**config.mk**
```make
export PLATFORM = sky130hd
export DESIGN_NAME = instr_mem_responder
export DESIGN_NICKNAME = d
export VERILOG_FILES = /design/src/rtl/instr_mem_responder.sv
export SDC_FILE = /design/constraint.sdc
export NUM_CORES = 1
export LEC_CHECK = 0
export BUFFER_PORTS_ARGS = -buffer_cell sky130_fd_sc_hd__buf_2
export CAP_MARGIN = 20
export CORE_MARGIN = 10
export CORE_UTILIZATION = 39
export DETAILED_ROUTE_END_ITERATION = 7
export PLACE_DENSITY = 0.64
export SKIP_LAST_GASP = 1
export SLEW_MARGIN = 30
export SYNTH_ARGS = -nofsm -noshare
export SYNTH_HDL_FRONTEND = slang
export SYNTH_SLANG_ARGS = --single-unit
```
**constraint.sdc**
```tcl
create_clock -name clk -period 2.5 [get_ports clk]
set_input_delay 0.125 -clock clk [delete_from_list [all_inputs] [get_ports clk]]
set_output_delay 0.125 -clock clk [all_outputs]
set_load 0.005 [all_outputs]
```
**src/rtl/instr_mem_responder.sv**
```systemverilog
// Instruction-memory responder: accepts one word address per request, reads the
// program array after LAT cycles and holds the word until the response handshake.
module instr_mem_responder #(
   parameter int ADDR_W = 5,
   parameter int DATA_W = 32,
   parameter int LAT    = 2
) (
   input  logic              clk,
   input  logic              rst_n,
   input  logic              req_valid,
   output logic              req_ready,
   input  logic [ADDR_W-1:0] req_addr,
   output logic              resp_valid,
   input  logic              resp_ready,
   output logic [DATA_W-1:0] resp_data,
   output logic [ADDR_W-1:0] resp_addr,
   input  logic              load_en,
   input  logic [ADDR_W-1:0] load_addr,
   input  logic [DATA_W-1:0] load_data,
   output logic              busy
);

   localparam int DEPTH = 1 << ADDR_W;
   localparam logic [2:0] CNT_LAST = 3'(LAT - 1);

   typedef enum logic [1:0] {IDLE, ACCESS, RESP} state_t;

   state_t            state_reg;
   logic [2:0]        cnt_reg;
   logic [ADDR_W-1:0] addr_reg;
   logic [DATA_W-1:0] rd_words [DEPTH];
   logic              accept;

   // A load in the same cycle wins over a request; ready is forced low while in reset.
   assign req_ready = rst_n & (state_reg == IDLE) & ~load_en;
   assign accept    = req_valid & req_ready;
   assign busy      = (state_reg != IDLE);

   // Each word is its own register so the whole array can be cleared by reset.
   generate
      for (genvar gi = 0; gi < DEPTH; gi++) begin : g_word
         logic [DATA_W-1:0] word_reg;

         always_ff @(posedge clk or negedge rst_n) begin
            if (!rst_n) begin
               word_reg <= '0;
            end else if (load_en && (load_addr == ADDR_W'(gi))) begin
               word_reg <= load_data;
            end
         end

         assign rd_words[gi] = word_reg;
      end
   endgenerate

   always_ff @(posedge clk or negedge rst_n) begin
      if (!rst_n) begin
         state_reg  <= IDLE;
         cnt_reg    <= '0;
         addr_reg   <= '0;
         resp_valid <= 1'b0;
         resp_data  <= '0;
         resp_addr  <= '0;
      end else begin
         case (state_reg)
            IDLE: begin
               if (accept) begin
                  addr_reg  <= req_addr;
                  cnt_reg   <= '0;
                  state_reg <= ACCESS;
               end
            end
            ACCESS: begin
               cnt_reg <= cnt_reg + 3'd1;
               // Reads the pre-edge array contents, so a load on this same edge is not seen.
               if (cnt_reg == CNT_LAST) begin
                  resp_data  <= rd_words[addr_reg];
                  resp_addr  <= addr_reg;
                  resp_valid <= 1'b1;
                  state_reg  <= RESP;
               end
            end
            RESP: begin
               if (resp_ready) begin
                  resp_valid <= 1'b0;
                  state_reg  <= IDLE;
               end
            end
            default: begin
               state_reg <= IDLE;
            end
         endcase
      end
   end

endmodule
```
==> results of run 1 <==
## worst paths after layout
| check | endpoint | slack [ps] | cells past startpoint |
|---|---|---|---|
| setup / recovery | resp_data[7] | 80 | 6 |
| hold / removal | g_word[13].word_reg[22] | 50 | 2 |
| setup reg to reg | resp_data[7] | 80 | 6 |
| hold reg to reg | g_word[20].word_reg[10] | 480 | 1 |
| max in group asynchronous | g_word[26].word_reg[30] | 1260 | 4 |
| min in group asynchronous | g_word[5].word_reg[2] | 140 | 3 |
## synth_stat cells
master	number
a2111oi_0	26
a211oi_1	44
a21o_1	1
a21oi_1	1
a221oi_1	6
a22oi_1	6
a311oi_1	6
buf_1	42
buf_2	103
buf_4	17
buf_6	11
clkbuf_1	129
dfrtp_1	1072
ha_1	2
inv_1	3
mux2_1	106
mux2_2	1005
mux2i_1	114
mux4_2	186
nand2_1	25
nand2b_1	6
nand3_1	3
nand3b_1	1
nand4_1	1
nand4b_1	3
nor2_1	106
nor2b_1	14
nor2b_2	1
nor3_1	58
nor3b_1	2
nor3b_2	3
nor4_2	2
o21ai_0	4
o22ai_1	58
or2_2	2
xnor2_1	1
## power by group through the flow
stage / logic [uW] / clock network (uW) / registers (uW)
after floorplan: 12300 / 0 / 22500
after global placement: 17000 / 0 / 23400
after detailed placement: 17200 / 0 / 23500
after CTS: 17300 / 17700 / 23200
after global routing: 18700 / 18400 / 23600
final: 17400 / 17300 / 23100
## kinds of logic (layout without fill, tap and decap cells)
kind of cell / count (synthesis) / after routing / share of synthesized area
compound gates: 152 / 152 / 0.0229
simple gates: 227 / 227 / 0.0220
fa+ha+maj: 2 / 2 / 0.000518
xor+xnor: 1 / 1 / 0.000181
buf+inv: 305 / 478 / 0.0294
flops: 1072 / 1072 / 0.556
mux: 1411 / 1411 / 0.369
other cells: 0 / 3 / 0
## metrics by stage
| stage | total power (uW) | hold slack, ps | cell area, sq um |
|---|---|---|---|
| after global placement | 40400 | 15.4 | 51500 |
| after global routing | 60600 | 67.4 | 55600 |
| after detailed placement | 40700 | 16.4 | 51500 |
| final | 57800 | 52.3 | 55600 |
| after CTS | 58200 | 16.2 | 55500 |
| after floorplan | 34800 | -171 | 48300 |
## routing by layer
layer | up-vias | GRT usage | routed length (um)
met5 | - | 0 | 66
met4 | 10 | 0.0526 | 3180
met2 | 551 | 0.302 | 61200
li1 | 11902 | - | -
met3 | 184 | 0.0358 | 6170
met1 | 15253 | 0.258 | 59200
## layout by cell type (no fill, tap or decap), drive strengths merged, types with 5 or more instances in the layout
master / synthesis / layout
dfrtp: 1072 / 1072
nor2: 106 / 106
a22oi: 6 / 6
a221oi: 6 / 6
a311oi: 6 / 6
nor2b: 15 / 15
bufinv: 0 / 10
clkinv: 0 / 24
a2111oi: 26 / 26
nand2: 25 / 25
mux2i: 114 / 114
clkbuf: 129 / 170
nand2b: 6 / 6
nor3b: 5 / 5
dlygate4sd3: 0 / 9
nor3: 58 / 58
buf: 173 / 260
o22ai: 58 / 58
mux2: 1111 / 1111
mux4: 186 / 186
a211oi: 44 / 44
## critical path: cells and delay by family (launching register included)
| kind | cells | cell delay [ps] |
|---|---|---|
| AOI/OAI and AO/OA | 1 | 590 |
| buffers and inverters | 1 | 260 |
| DFF | 1 | 610 |
| muxes | 2 | 620 |
| and+or+nand+nor | 2 | 170 |
## layout make-up
cell class / count / area, sq um / share of cell area
Antenna cell: 3 / 7.51 / 0.000135
Clock buffer: 170 / 3370 / 0.0606
Clock inverter: 36 / 510 / 0.00918
Inverter: 3 / 11.3 / 0.000202
Multi-Input combinational cell: 1793 / 20200 / 0.364
Sequential cell: 1072 / 26800 / 0.482
Tap cell: 1637 / 2050 / 0.0368
Timing Repair Buffer: 269 / 2600 / 0.0468
## repair_timing
item | in CTS | in global routing
buffers inserted | 0 | 4
resized for setup | 1 | 2
endpoints found under the hold margin | 556 | 0
hold buffers | 9 | 0
pin swaps | 0 | 0
setup endpoints to repair | 1 | 7
cloned | 0 | 0
==> flow_summary.ini, run 1 <==
[power]
p_leak_uw = 0.0247
power_frac_clock = 0.300
combPwrFrac = 0.300
p_per_area_nw_per_um2 = 1040
p_sw_frac = 0.298
p_sw_uw = 17200
vdd_drop_max_mv = 0.609
p_seq_frac = 0.400
intPower_uw = 40600

[timing]
final-setup-viol-count = 0
maxSlewHeadroom = 0.548
hold_violations = 0
maxSlewViolCount = 0
worst_slack_ps = 81.7
finalCritPeriodShare = 0.967
fmax_mhz = 414
fin_skew_ps = 30.4
rsz0062_at_grt = no
fin_tns_setup_ps = 0
tightestPinTransition_ps = 678
fin_crit_ps = 2420

[detailed_routing]
avgViaCountPerCell = 5.60
routedWlPerCell_um = 26.0
drt-initial-drc-count = 1867
ant_nets = 0
wl_um = 130000
dr.pass1.iters = 5
route.detailed.drc = 0
vias = 27900

[worst_hold_path]
hp-start = load_data[22]
hp-class = primary input to flop

[floorplanning]
row_count = 129
dieArea_sq_um = 138000
die_w_um = 372
die_h_um = 372
core_sq_um = 123000
io_pins = 87
initial_core_util = 0.392

[synth]
netlist_area_sq_um = 48300
ys_seq_area_frac = 0.556
ys_ff_latch = 1072
ys_warn_count = 0
synth_top_cell_area_share = 0.556
syn_nets = 3219
syn_area_per_cell_sq_um = 15.2
synthCells = 3170
synth_largest_area_cell = dfrtp_1
synth_cell_type_count = 36
synthTopCellsByArea = dfrtp_1, mux2_2, mux4_2

[critical_path]
path_class = flop to flop
crit_path_start = addr_reg[2]
max_stage_delay_ps = 610
arrival_ps = 2980
cp-end-kind = flop
crit_path_max_fanout = 28
start_kind = flop
critPathSlowestCell = dfrtp_4
cp.required_ps = 3060
rr_startpoint = addr_reg[2]
crit_chain = buf_12 -> mux4_2 -> mux2i_1 -> nor2_1 -> a2111oi_0 -> nor3_1

[clocking]
root_buffer = clkbuf_16
clockBufferDepth = 3
cts-buffers-inserted = 110
cts_sinks = 1072
worstSkewPairLatency_ps = 710
htreeDepth = 3
cts.reportedPaths.clkPinSlew_ps = 60
tritoncts = yes

[place]
io_buffers = 86
dp.cells = 4759
place_ws_ps = -3.65
gp_congestion = 0.777
post-dp-hpwl_um = 78300

[final_layout]
areaGrowthSynthToFinish_pct = 15.2
num-fill-cells = 10939
fin_util = 0.451
drive_gt1_frac = 0.503
fin_cells = 4983
nNetsFinal = 3298
largest_register_ffs = 1024

[global_routing]
grt_first_pass_wirelength_um = 196000
grt_pass1_vias = 29442
overflow = 0
grt_max_degree = 172
antenna_found_initial = 12
gr-usage-all-layers = 0.188

[run_status]
status = complete, no violations

[run]
cap_violations = 0
Power figures use the tool's default switching activity.
==> run 2: changes to the inputs <==
Settings changed: CAP_MARGIN 20 to 0, RECOVER_POWER set to 50.
==> run 2 against run 1 <==
Against the previous run:
- the run now ends with capacitance limit, slew limit left
- utilization down 0.29 points
- clock skew down 0.76 ps
- count of clock-buffer cells in the layout unchanged
- clock power about the same
- worst hold slack better by 14 ps
- critical path depth unchanged
- global-route usage unchanged
- worst setup slack better by 8.7 ps
- via count about the same
- combinational power about the same
- final cell count unchanged
- maximum frequency up 0.36%
- largest power group unchanged
==> flow_summary.ini, run 2 (synthesis results as in run 1) <==
[critical_path]
rrSetupSlack_ps = 90
arrival_ps = 2970
cp.required_ps = 3060
cp-end-kind = flop
crit_chain = buf_12 -> mux4_2 -> mux2i_1 -> nor2_1 -> a2111oi_0 -> nor3_1
critPathSlowestCell = dfrtp_4
crit_path_max_fanout = 28
max_stage_delay_ps = 620
path_class = flop to flop
start_kind = flop

[detailed_routing]
route.detailed.drc = 0
routedWlPerCell_um = 26.0
ant_nets = 0
wl_um = 130000
dr.pass1.iters = 5
vias = 27889
drt-initial-drc-count = 1859
avgViaCountPerCell = 5.60

[clocking]
tritoncts = yes
cts-buffers-inserted = 110
htreeDepth = 3
root_buffer = clkbuf_16
cts.reportedPaths.clkPinSlew_ps = 60
clockBufferDepth = 3
cts_sinks = 1072
worstSkewPairLatency_ps = 700

[power]
vdd_drop_max_mv = 0.611
intPower_uw = 40600
power_frac_clock = 0.300
p_leak_uw = 0.0246
p_seq_frac = 0.400
p_sw_frac = 0.298
p_per_area_nw_per_um2 = 1050
p_sw_uw = 17200
combPwrFrac = 0.300
power_uw = 57800

[timing]
hold_violations = 0
holdWs_ps = 66.4
maxSlewHeadroom = -0.155
final-setup-viol-count = 0
fin_tns_setup_ps = 0
fin_crit_ps = 2410
tightestPinTransition_ps = 1730
fin_skew_ps = 29.6
maxSlewViolCount = 137
rsz0062_at_grt = no
finalCritPeriodShare = 0.964
fmax_mhz = 415

[run_status]
status = finished with violations
violations = capacitance limit, slew limit

[final_layout]
largest_register_ffs = 1024
nNetsFinal = 3298
mostFrequentLayoutCells = dfrtp_1, mux2_2, mux4_2
areaGrowthSynthToFinish_pct = 14.5
layout_commonest_cell = dfrtp_1
drive_gt1_frac = 0.497

[place]
post-dp-hpwl_um = 78300
gp_congestion = 0.777
io_buffers = 86

[global_routing]
overflow = 0
grt_pass1_vias = 29442
gr-usage-all-layers = 0.188
grt_max_degree = 172
grt_first_pass_wirelength_um = 196000
antenna_found_initial = 12

[worst_hold_path]
hp-class = primary input to flop

[floorplanning]
die_h_um = 372
dieArea_sq_um = 138000
core_sq_um = 123000
row_count = 129
initial_core_util = 0.392
io_pins = 87
die_w_um = 372

[run]
cap_violations = 2
==> run 2: cell types whose count changed in the layout (fill, tap and decap cells not counted), moves of 2 or more <==
cell and delta:
clkbuf_1 +8, buf_4 -21, nor2_1 +9, buf_12 -14, nor2_4 -9, nor3b_1 +2, nor3b_2 -2, clkbuf_2 +23
clkbuf_4 +6
==> run 2: what timing repair did <==
item | in CTS | in global routing
setup buffers | 0 | 4
endpoints found under the setup margin | 1 | 7
endpoints found under the hold margin | 556 | 0
resized for setup | 1 | 2
hold buffers | 9 | 0
==> run 2: through the flow <==
| step | cell area (sq um) | setup WS, ps | cells | utilization |
|---|---|---|---|---|
| 2_1_floorplan | 48300 | 568 | 3170 | - |
| 5_1_grt | 55300 | 15.9 | 4983 | 0.448 |
| 3_5_place_dp | 51500 | -3.65 | 4759 | 0.418 |
| 3_3_place_gp | 51500 | 9.10 | 4759 | 0.418 |
| 4_1_cts | 55500 | 12.7 | 4974 | 0.450 |
| 6_report | 55300 | 90.4 | 4983 | 0.448 |
==> run 2: critical path: cells and delay by family (launching register included) <==
| family | cells | cell delay (ps) |
|---|---|---|
| flip-flops | 1 | 620 |
| buffers and inverters | 1 | 260 |
| AND/OR/NAND/NOR | 2 | 170 |
| AO/OA/AOI/OAI | 1 | 580 |
| multiplexers | 2 | 610 |
==> run 2: routing by layer <==
metal,global-route usage,vias up,share of wire
li1,-,11883,-
met1,0.258,15243,0.45
met2,0.302,570,0.47
met3,0.0358,183,0.050
met4,0.0526,10,0.025
met5,0,-,0.00051
==> run 2: path summary, 6_finish.rpt <==
kind | start | to | depth (start not counted)
max | addr_reg[2] | resp_data[7] | 6
min | load_data[6] | g_word[5].word_reg[6] | 2
max reg2reg | addr_reg[2] | resp_data[7] | 6
min reg2reg | g_word[24].word_reg[11] | g_word[24].word_reg[11] | 1
max in group asynchronous | rst_n | addr_reg[3] | 4
min in group asynchronous | rst_n | g_word[5].word_reg[2] | 3
==> run 2: final cells by class <==
class	count	area (sq um)
Sequential cell	1072	26800
Antenna cell	3	7.51
Tap cell	1637	2050
Timing Repair Buffer	269	2320
Clock inverter	36	510
Fill cell	10996	68000
Clock buffer	170	3370
Inverter	3	11.3
Multi-Input combinational cell	1793	20200
==> run 2: power by group through the flow <==
stage | Clock (uW) | Combinational [uW] | Sequential (uW)
floorplan | 0 | 12300 | 22500
global placement | 0 | 17000 | 23400
detailed placement | 0 | 17200 | 23500
CTS | 17700 | 17300 | 23200
global route | 18400 | 18600 | 23600
finish | 17300 | 17300 | 23100
==> run 3: changes to the inputs <==
Settings changed: CELL_PAD_IN_SITES_DETAIL_PLACEMENT set to 0, CELL_PAD_IN_SITES_GLOBAL_PLACEMENT set to 2, CORE_MARGIN 10 to unset, PLACE_DENSITY 0.64 to 0.78.
Clock period 2.5 ns to 2.7 ns, I/O delays scaled along.
==> run 3 against run 2 <==
Against the previous run:
- the run still ends with capacitance limit, slew limit left
- critical path depth is 1 lower
- clock power is 11% lower
- register-to-register slack better by 60 ps
- global-route usage is 2.5 points higher
- sequential share of layout area is 0.36 points higher
- count of clock-buffer cells in the layout is 3 lower
- highest routed layer unchanged
- die area is 9.4% lower
- critical path type unchanged
- sequential power is 7% lower
- via count is 1.2% lower
==> flow_summary.ini, run 3 (synthesis results as in run 1) <==
[clocking]
worstSkewPairLatency_ps = 700
tritoncts = yes
holdBufCountCts = 10
cts.reportedPaths.clkPinSlew_ps = 60
clockBufferDepth = 3
root_buffer = clkbuf_16
cts-buffers-inserted = 111
htreeDepth = 3
cts_sinks = 1072
postCtsSetupBuffers = 0
cts_resized = 0

[power]
p_sw_uw = 15900
combPwrFrac = 0.300
p_sw_frac = 0.301
power_frac_clock = 0.292
intPower_uw = 36900
vdd_drop_max_mv = 0.608
p_leak_uw = 0.0244
p_seq_frac = 0.408
p_per_area_nw_per_um2 = 961

[critical_path]
path_class = flop to flop
worst_path_most_repeated_cell = buf_4
max_stage_delay_ps = 720
critPathSlowestCell = dfrtp_4
start_kind = flop
cp-end-kind = flop
arrival_ps = 3090
cp.required_ps = 3240
crit_path_max_fanout = 27
crit_chain = buf_4 -> nor2b_4 -> buf_4 -> a2111oi_0 -> nor3_1

[final_layout]
stdcell_area_sq_um = 54900
num-fill-cells = 11030
areaGrowthSynthToFinish_pct = 13.6
layout_commonest_cell = dfrtp_1
drive_gt1_frac = 0.491
nNetsFinal = 3290
mostFrequentLayoutCells = dfrtp_1, mux2_2, mux4_2
largest_register_ffs = 1024

[global_routing]
overflow = 0
grt_max_degree = 169
antenna_found_initial = 16
grt_pass1_vias = 29204
gr-usage-all-layers = 0.213
grt_first_pass_wirelength_um = 199000

[timing]
fin_tns_setup_ps = 0
final-setup-viol-count = 0
maxSlewViolCount = 619
holdWs_ps = 68.0
finalCritPeriodShare = 0.944
fmax_mhz = 392
fin_skew_ps = 22.1
maxSlewHeadroom = -0.396
rsz0062_at_grt = no
tightestPinTransition_ps = 2090
hold_violations = 0
fin_crit_ps = 2550

[run_status]
status = finished with violations
violations = capacitance limit, slew limit

[detailed_routing]
routedWlPerCell_um = 26.6
dr.pass1.iters = 5
avgViaCountPerCell = 5.56
route.detailed.drc = 0
ant_nets = 0
vias = 27563
wl_um = 132000
drt-initial-drc-count = 1775

[worst_hold_path]
hp-class = primary input to flop

[floorplanning]
core_sq_um = 122000
initial_core_util = 0.395
dieArea_sq_um = 125000
io_pins = 87
die_h_um = 354
row_count = 128
die_w_um = 354

[place]
post-dp-hpwl_um = 78500
dpl_cell_area_sq_um = 51400
io_buffers = 86
gp_congestion = 0.746

[run]
cap_violations = 10
[run 3: worst paths after layout]
check	start	to	slack, ps	depth (start not counted)
max in group asynchronous	rst_n	g_word[8].word_reg[15]	500	3
worst max register to register	addr_reg[2]	resp_data[3]	150	5
worst max-delay path	addr_reg[2]	resp_data[3]	150	5
worst min-delay path	load_data[9]	g_word[0].word_reg[9]	70	2
worst min register to register	g_word[11].word_reg[15]	g_word[11].word_reg[15]	480	1
min in group asynchronous	rst_n	g_word[21].word_reg[27]	150	3
[run 3: routing by layer]
layer  global-route usage  up-vias  wire, um
li1                     -    11859         -
met5                    0        -        67
met3               0.0288      176      5030
met4               0.0507       12      2710
met2                0.342      400     62700
met1                0.305    15116     61100
[run 3: worst max-delay path: cells and delay by family (launching register included)]
family / cells / cell delay, ps
AND/OR/NAND/NOR: 2 / 150
AO/OA/AOI/OAI: 1 / 710
buffers and inverters: 2 / 760
flip-flops: 1 / 720
[run 3: power groups by stage]
stage / sequential (uW) / clock [uW] / combinational [uW]
6_report: 21500 / 15400 / 15800
5_1_grt: 21900 / 16300 / 17000
4_1_cts: 21500 / 15700 / 16000
3_5_place_dp: 21800 / 0 / 15900
3_3_place_gp: 21700 / 0 / 15800
2_1_floorplan: 20800 / 0 / 11400
[run 3: metrics by stage]
step	worst slack [ps]	instances	power, uW	utilization
floorplan	768	3170	32200	-
global placement	143	4741	37500	0.420
detailed placement	176	4741	37700	0.420
CTS	139	4950	53300	0.451
global route	49.2	4953	55200	0.448
finish	151	4953	52700	0.448
[run 3: layout make-up]
type / count / area, sq um / area share
flip-flops and latches: 1072 / 26800 / 0.489
multi-input cells: 1793 / 20200 / 0.368
clock buffers: 167 / 3290 / 0.0600
repair buffers: 260 / 2150 / 0.0393
well taps: 1625 / 2030 / 0.0371
clock inverters: 32 / 338 / 0.00616
inverters: 3 / 11.3 / 0.000205
diodes: 1 / 2.50 / 0.0000456
